`src/rtl/div_unit.sv`:
```
// div_unit: iterative restoring divider (one quotient bit per cycle) for the
// mini-MIPS HI/LO path. Signed (DIV) or unsigned (DIVU) operands; quotient
// goes to LO, remainder to HI. Divide-by-zero and signed overflow return
// forced results with a flag.
//
// Build option: DIV_EARLY_OUT_EN -- when defined, the special cases are
// caught in IDLE and finished one cycle after start without running the loop.
//
// state | meaning
// IDLE  | waiting for start, outputs hold the last result
// RUN   | shift-subtract loop, one quotient bit per cycle
// FIX   | sign correction / special-case forcing, results written, done pulse
module div_unit #(
    parameter int WIDTH = 32
) (
    input  logic             clk,
    input  logic             rst,
    input  logic             start,
    input  logic             is_signed,
    input  logic [WIDTH-1:0] A,
    input  logic [WIDTH-1:0] B,
    output logic             busy,
    output logic             done,
    output logic [WIDTH-1:0] quo,
    output logic [WIDTH-1:0] rem,
    output logic             div_zero,
    output logic             overflow
);

    typedef enum logic [1:0] {
        IDLE = 2'd0,
        RUN  = 2'd1,
        FIX  = 2'd2
    } state_t;

    localparam logic [WIDTH-1:0] MIN_NEG = {1'b1, {(WIDTH-1){1'b0}}};

    state_t           state, state_nxt;
    logic [5:0]       cnt, cnt_nxt;
    logic [WIDTH-1:0] dvd, dvd_nxt;
    logic [WIDTH-1:0] dsr, dsr_nxt;
    logic [WIDTH-1:0] a_lat, a_lat_nxt;
    logic [WIDTH:0]   prem, prem_nxt;
    logic             neg_q, neg_q_nxt;
    logic             neg_r, neg_r_nxt;
    logic             dz_lat, dz_lat_nxt;
    logic             ov_lat, ov_lat_nxt;
    logic             done_nxt;
    logic [WIDTH-1:0] quo_nxt, rem_nxt;
    logic             div_zero_nxt, overflow_nxt;

    logic             a_neg, b_neg, in_dz, in_ov;
    logic [WIDTH-1:0] a_mag, b_mag;
    logic [WIDTH+1:0] shifted, trial;
    logic [WIDTH-1:0] q_fix, r_fix;

    // Operand magnitudes and special-case detection on the live inputs
    assign a_neg = is_signed & A[WIDTH-1];
    assign b_neg = is_signed & B[WIDTH-1];
    assign a_mag = a_neg ? -A : A;
    assign b_mag = b_neg ? -B : B;
    assign in_dz = (B == '0);
    assign in_ov = is_signed & (A == MIN_NEG) & (B == '1);

    // One restoring step: the partial remainder is always below the divisor,
    // so the top bit of shifted is zero and trial's MSB is a clean sign bit.
    assign shifted = {prem, dvd[WIDTH-1]};
    assign trial   = shifted - {2'b00, dsr};

    assign q_fix = neg_q ? -dvd : dvd;
    assign r_fix = neg_r ? -prem[WIDTH-1:0] : prem[WIDTH-1:0];

    assign busy = (state != IDLE);

    // Next-state and datapath update
    always_comb begin
        state_nxt    = state;
        cnt_nxt      = cnt;
        dvd_nxt      = dvd;
        dsr_nxt      = dsr;
        a_lat_nxt    = a_lat;
        prem_nxt     = prem;
        neg_q_nxt    = neg_q;
        neg_r_nxt    = neg_r;
        dz_lat_nxt   = dz_lat;
        ov_lat_nxt   = ov_lat;
        done_nxt     = 1'b0;
        quo_nxt      = quo;
        rem_nxt      = rem;
        div_zero_nxt = div_zero;
        overflow_nxt = overflow;

        case (state)
            IDLE: begin
                if (start) begin
`ifdef DIV_EARLY_OUT_EN
                    if (in_dz || in_ov) begin
                        done_nxt     = 1'b1;
                        quo_nxt      = in_dz ? '1 : MIN_NEG;
                        rem_nxt      = in_dz ? A : '0;
                        div_zero_nxt = in_dz;
                        overflow_nxt = in_ov & ~in_dz;
                    end else begin
`else
                    begin
`endif
                        state_nxt  = RUN;
                        cnt_nxt    = '0;
                        dvd_nxt    = a_mag;
                        dsr_nxt    = b_mag;
                        a_lat_nxt  = A;
                        prem_nxt   = '0;
                        neg_q_nxt  = a_neg ^ b_neg;
                        neg_r_nxt  = a_neg;
                        dz_lat_nxt = in_dz;
                        ov_lat_nxt = in_ov;
                    end
                end
            end

            RUN: begin
                if (!trial[WIDTH+1]) begin
                    prem_nxt = trial[WIDTH:0];
                    dvd_nxt  = {dvd[WIDTH-2:0], 1'b1};
                end else begin
                    prem_nxt = shifted[WIDTH:0];
                    dvd_nxt  = {dvd[WIDTH-2:0], 1'b0};
                end
                cnt_nxt = cnt + 6'd1;
                if (cnt == 6'(WIDTH-1))
                    state_nxt = FIX;
            end

            FIX: begin
                done_nxt  = 1'b1;
                state_nxt = IDLE;
                if (dz_lat) begin
                    quo_nxt      = '1;
                    rem_nxt      = a_lat;
                    div_zero_nxt = 1'b1;
                    overflow_nxt = 1'b0;
                end else if (ov_lat) begin
                    quo_nxt      = MIN_NEG;
                    rem_nxt      = '0;
                    div_zero_nxt = 1'b0;
                    overflow_nxt = 1'b1;
                end else begin
                    quo_nxt      = q_fix;
                    rem_nxt      = r_fix;
                    div_zero_nxt = 1'b0;
                    overflow_nxt = 1'b0;
                end
            end

            default: state_nxt = IDLE;
        endcase
    end

    // State and datapath registers, cleared by asynchronous reset
    always_ff @(posedge clk or posedge rst) begin
        if (rst) begin
            state    <= IDLE;
            cnt      <= '0;
            dvd      <= '0;
            dsr      <= '0;
            a_lat    <= '0;
            prem     <= '0;
            neg_q    <= 1'b0;
            neg_r    <= 1'b0;
            dz_lat   <= 1'b0;
            ov_lat   <= 1'b0;
            done     <= 1'b0;
            quo      <= '0;
            rem      <= '0;
            div_zero <= 1'b0;
            overflow <= 1'b0;
        end else begin
            state    <= state_nxt;
            cnt      <= cnt_nxt;
            dvd      <= dvd_nxt;
            dsr      <= dsr_nxt;
            a_lat    <= a_lat_nxt;
            prem     <= prem_nxt;
            neg_q    <= neg_q_nxt;
            neg_r    <= neg_r_nxt;
            dz_lat   <= dz_lat_nxt;
            ov_lat   <= ov_lat_nxt;
            done     <= done_nxt;
            quo      <= quo_nxt;
            rem      <= rem_nxt;
            div_zero <= div_zero_nxt;
            overflow <= overflow_nxt;
        end
    end

endmodule

```
`config.mk`:
```
export PLATFORM = sky130hd
export DESIGN_NAME = div_unit
export DESIGN_NICKNAME = d
export VERILOG_FILES = /design/src/rtl/div_unit.sv
export SDC_FILE = /design/constraint.sdc
export NUM_CORES = 1
export LEC_CHECK = 0
export BUFFER_PORTS_ARGS = -buffer_cell sky130_fd_sc_hd__buf_2
export CAP_MARGIN = 20
export CORE_AREA = 5 5 159 161
export CTS_BUF_LIST = sky130_fd_sc_hd__clkbuf_16
export CTS_CLUSTER_DIAMETER = 200
export CTS_CLUSTER_SIZE = 16
export DETAILED_ROUTE_END_ITERATION = 7
export DIE_AREA = 0 0 164 166
export GPL_TIMING_DRIVEN = 0
export PLACE_DENSITY = 0.75
export SYNTH_ARGS = -nofsm -noshare
export SYNTH_HDL_FRONTEND = slang
export SYNTH_SLANG_ARGS = --single-unit
```
`constraint.sdc`:
```
create_clock -name clk -period 10.9 [get_ports clk]
set_input_delay 1.09 -clock clk [delete_from_list [all_inputs] [get_ports clk]]
set_output_delay 1.09 -clock clk [all_outputs]
set_load 0.02 [all_outputs]
```
==> metrics.md <==
| Metric | Value |
|---|---|
| Cells along the critical path | `ha_1 -> clkbuf_1 -> a211oi_1 -> nor2_1 -> o41ai_1 -> nand3_1 -> a41oi_1 -> o31ai_1 -> xnor2_1 -> mux2i_1 -> o21ai_0` |
| EDFF count, synth | `0` |
| PD cells | `264 mW/mm²` |
| Worst r2r dst | `prem[1]` |
| Count of warnings emitted by yosys | `0` |
| Register area share after synthesis | `40.5%` |
| DP Cell Count | `1954` |
| IO Pins | `136` |
| Crit path DAT | `4.18 ns` |
| Htree depth | `1` |
| Register Area | `0.00520 mm²` |
| Layout Nets | `1755` |
| Maximum VDD drop | `117 µV` |
| # resized after CTS | `0` |
| TritonCTS buffer count | `16` |
| Max-cap violations | `0` |
| Pwr Total | `3.80 mW` |
| Slew @ Worst Pin | `0.911 ns` |
| GPL Wtd Cong | `0.966` |
| P_leak | `6.53 nW` |
| TritonRoute pass-1 iters | `5` |
| Crit path kind | `reg -> reg` |
| Die Y | `166 µm` |
| Avg Cell Area, Syn | `8.60 µm²` |
| Mapped Cells | `1494` |
| Clk_lat worst skew | `0.49 ns` |
| Detailed Route Iter0 Violations | `1141` |
| Hold_ws | `0.474 ns` |
| Flop2flop setup slack | `7.08 ns` |
| Reg2Reg Depth | `11` |
| CTS Hold Bufs | `0` |
| Post-Syn Area | `0.0128 mm²` |
| Worst-path clk slew | `0.08 ns` |
| Area taken by multi-input logic gates | `0.00709 mm²` |
| DR WL/cell | `19.7 µm` |
| Critical Path RT | `11.26 ns` |
| Non-Filler Instances | `1973` |
| Unrepaired setup endpoints after global routing | `no` |
| Reg2reg start | `prem[9]` |
| Hpwl dp | `30300 µm` |
| Worst Hold End | `quo[11]` |
| Buf/Inv on CP | `1` |
| Post CTS Setup Buffer Count | `0` |
| Initial antenna violation count | `2` |
| Top delay family on crit path | `compound AO/OA/AOI/OAI gates` |
| DR DRC count | `0` |
| Final Util | `60.4%` |
| Clock Skews | `0.0107 ns` |
| Hold crit path type | `reg -> reg` |
| Initial core utilization | `53.9%` |
| Clock sinks | `208` |
| Slew HR | `38.8%` |
| Commonest non-fill, non-tap cell in the layout | `nand2_1` |
| Hold Path Cell Cnt | `2` |
| Worst setup SP type | `flop` |
| GR Overflow Total | `0` |
| CTS tree | `done` |
| Overall routing resource usage | `28.1%` |
| Sum Neg Setup Slack | `0 ns` |
| Area Overhead vs Synth | `12.0%` |
| Die Span X | `164 µm` |
| Clock Root Buffer | `clkbuf_16` |
| Period utilization | `35.1%` |
| Worst path slowest cell | `xnor2_1` |
| Max Freq | `262 MHz` |
| Largest net degree at the start of global routing | `134` |
| Core area | `0.0238 mm²` |
| Pins Over Slew Limit | `0` |
| Final antenna-violating net count | `0` |
| Fillers | `2193` |
| Synthesized net count | `1601` |
| Die area | `0.0272 mm²` |
| Most frequent cells in the layout | `nand2_1, dfrtp_1, o21ai_0, buf_2, nor2_1` |
| Max incr delay on CP | `0.75 ns` |
| Fin. Hold Viols | `0` |
| Yosys cell types | `63` |
| Minimum clock period | `3.82 ns` |
| Critical path peak fanout | `8` |
| Via count | `11.9k` |
| FP Rows | `57` |
| Vias per cell | `6.02` |
| Count of input and output buffers | `135` |
| Run status | `finished, final reports clean` |
| Number of global-route vias before repair | `11.5k` |
| Post-Route WL | `38900 µm` |
| Setup Viol. Count Final | `0` |
| Predominant post-synthesis flop cell | `dfrtp_1` |
| Seq cells post-synth | `208` |
| Hold path start | `quo[11]` |
| Worst setup EP type | `flop` |
| Fraction of layout cells with a size suffix above 1 | `10.7%` |
| Global-route wire length before repair | `61600 µm` |
| Async SR Flop Fraction | `100%` |
| CTS Buffer Depth | `3` |
## power breakdown
part           internal (mW)  switching, mW
clock network          0.276          0.272
registers              0.991          0.297
logic                  0.838           1.12
total                   2.11           1.69
## worst register-to-register path: stages, from the launching register on
cell and delay, ns:
dfrtp_1 0.53, ha_1 0.29, clkbuf_1 0.19, a211oi_1 0.28, nor2_1 0.11, o41ai_1 0.25
nand3_1 0.25, a41oi_1 0.47, o31ai_1 0.21, xnor2_1 0.75, mux2i_1 0.27, o21ai_0 0.09
## cell type report
cell class	instances	area share, %
Multi-Input combinational cell	1142	49.2
Sequential cell	208	36.2
Timing Repair Buffer	136	4.89
Clock buffer	17	2.96
Tap cell	324	2.82
Buffer	90	2.43
Inverter	54	1.46
Antenna cell	2	0.0348
## state kept, by name (all words and copies together) (netlist names)
signal    cells
state         2
ov_lat        1
done          1
cnt           6
div_zero      1
prem         33
neg_q         1
dvd          32
overflow      1
dz_lat        1
quo          32
rem          32
neg_r         1
a_lat        32
dsr          32
## Yosys cell counts, drive strengths merged, types with 22 or more instances
cell / number / share of area, %
xnor2: 60 / 4.1
nand2: 216 / 6.3
inv: 54 / 1.6
a22oi: 29 / 1.7
o31ai: 34 / 2.0
xor2: 89 / 6.1
mux2i: 29 / 2.3
dfrtp: 208 / 41
o21ai: 169 / 6.6
clkbuf: 82 / 2.4
ha: 38 / 3.7
nor2: 109 / 3.2
o22a: 22 / 1.5
nand3: 43 / 1.7
a21oi: 76 / 3.0
## how the worst max path moves through the flow
| stage | to | cells after the start | start | slack (ns) |
|---|---|---|---|---|
| 2_1_floorplan | a_lat[0] | 1 | rst | 4.13 |
| 3_3_place_gp | rem[15] | 2 | rst | 1.93 |
| 3_5_place_dp | dsr[29] | 10 | B[8] | 6.78 |
| 4_1_cts | prem[17] | 11 | prem[9] | 7.09 |
| 5_1_grt | prem[14] | 11 | prem[9] | 6.81 |
| 6_report | prem[1] | 11 | prem[9] | 7.08 |
## routing by layer
layer	vias to the layer above	wire [µm]	global-route usage, %
met5	-	0	0
met4	0	1640	10.9
met3	91	2770	3.72
met2	497	18100	45.2
met1	5690	16300	38.6
li1	5594	-	-
## cell families (layout without fill, tap and decap cells)
logic type	Yosys count	after routing	share of synthesized area, %
AOI/OAI and AO/OA	434	434	21.3
xor gates and xnor gates	149	149	10.2
adders and majority gates	39	39	3.86
buffers and inverters	144	297	4.30
DFF	208	208	40.5
muxes	29	29	2.26
other	0	2	0
and+or+nand+nor	491	491	17.6
## stage by stage
stage               worst slack [ns]  area, µm²
floorplan                       4.13      12800
global placement                1.93      13900
detailed placement              6.78      14000
CTS                             7.09      14400
global route                    6.81      14400
finish                          7.08      14400
Power figures use the tool's default switching activity.
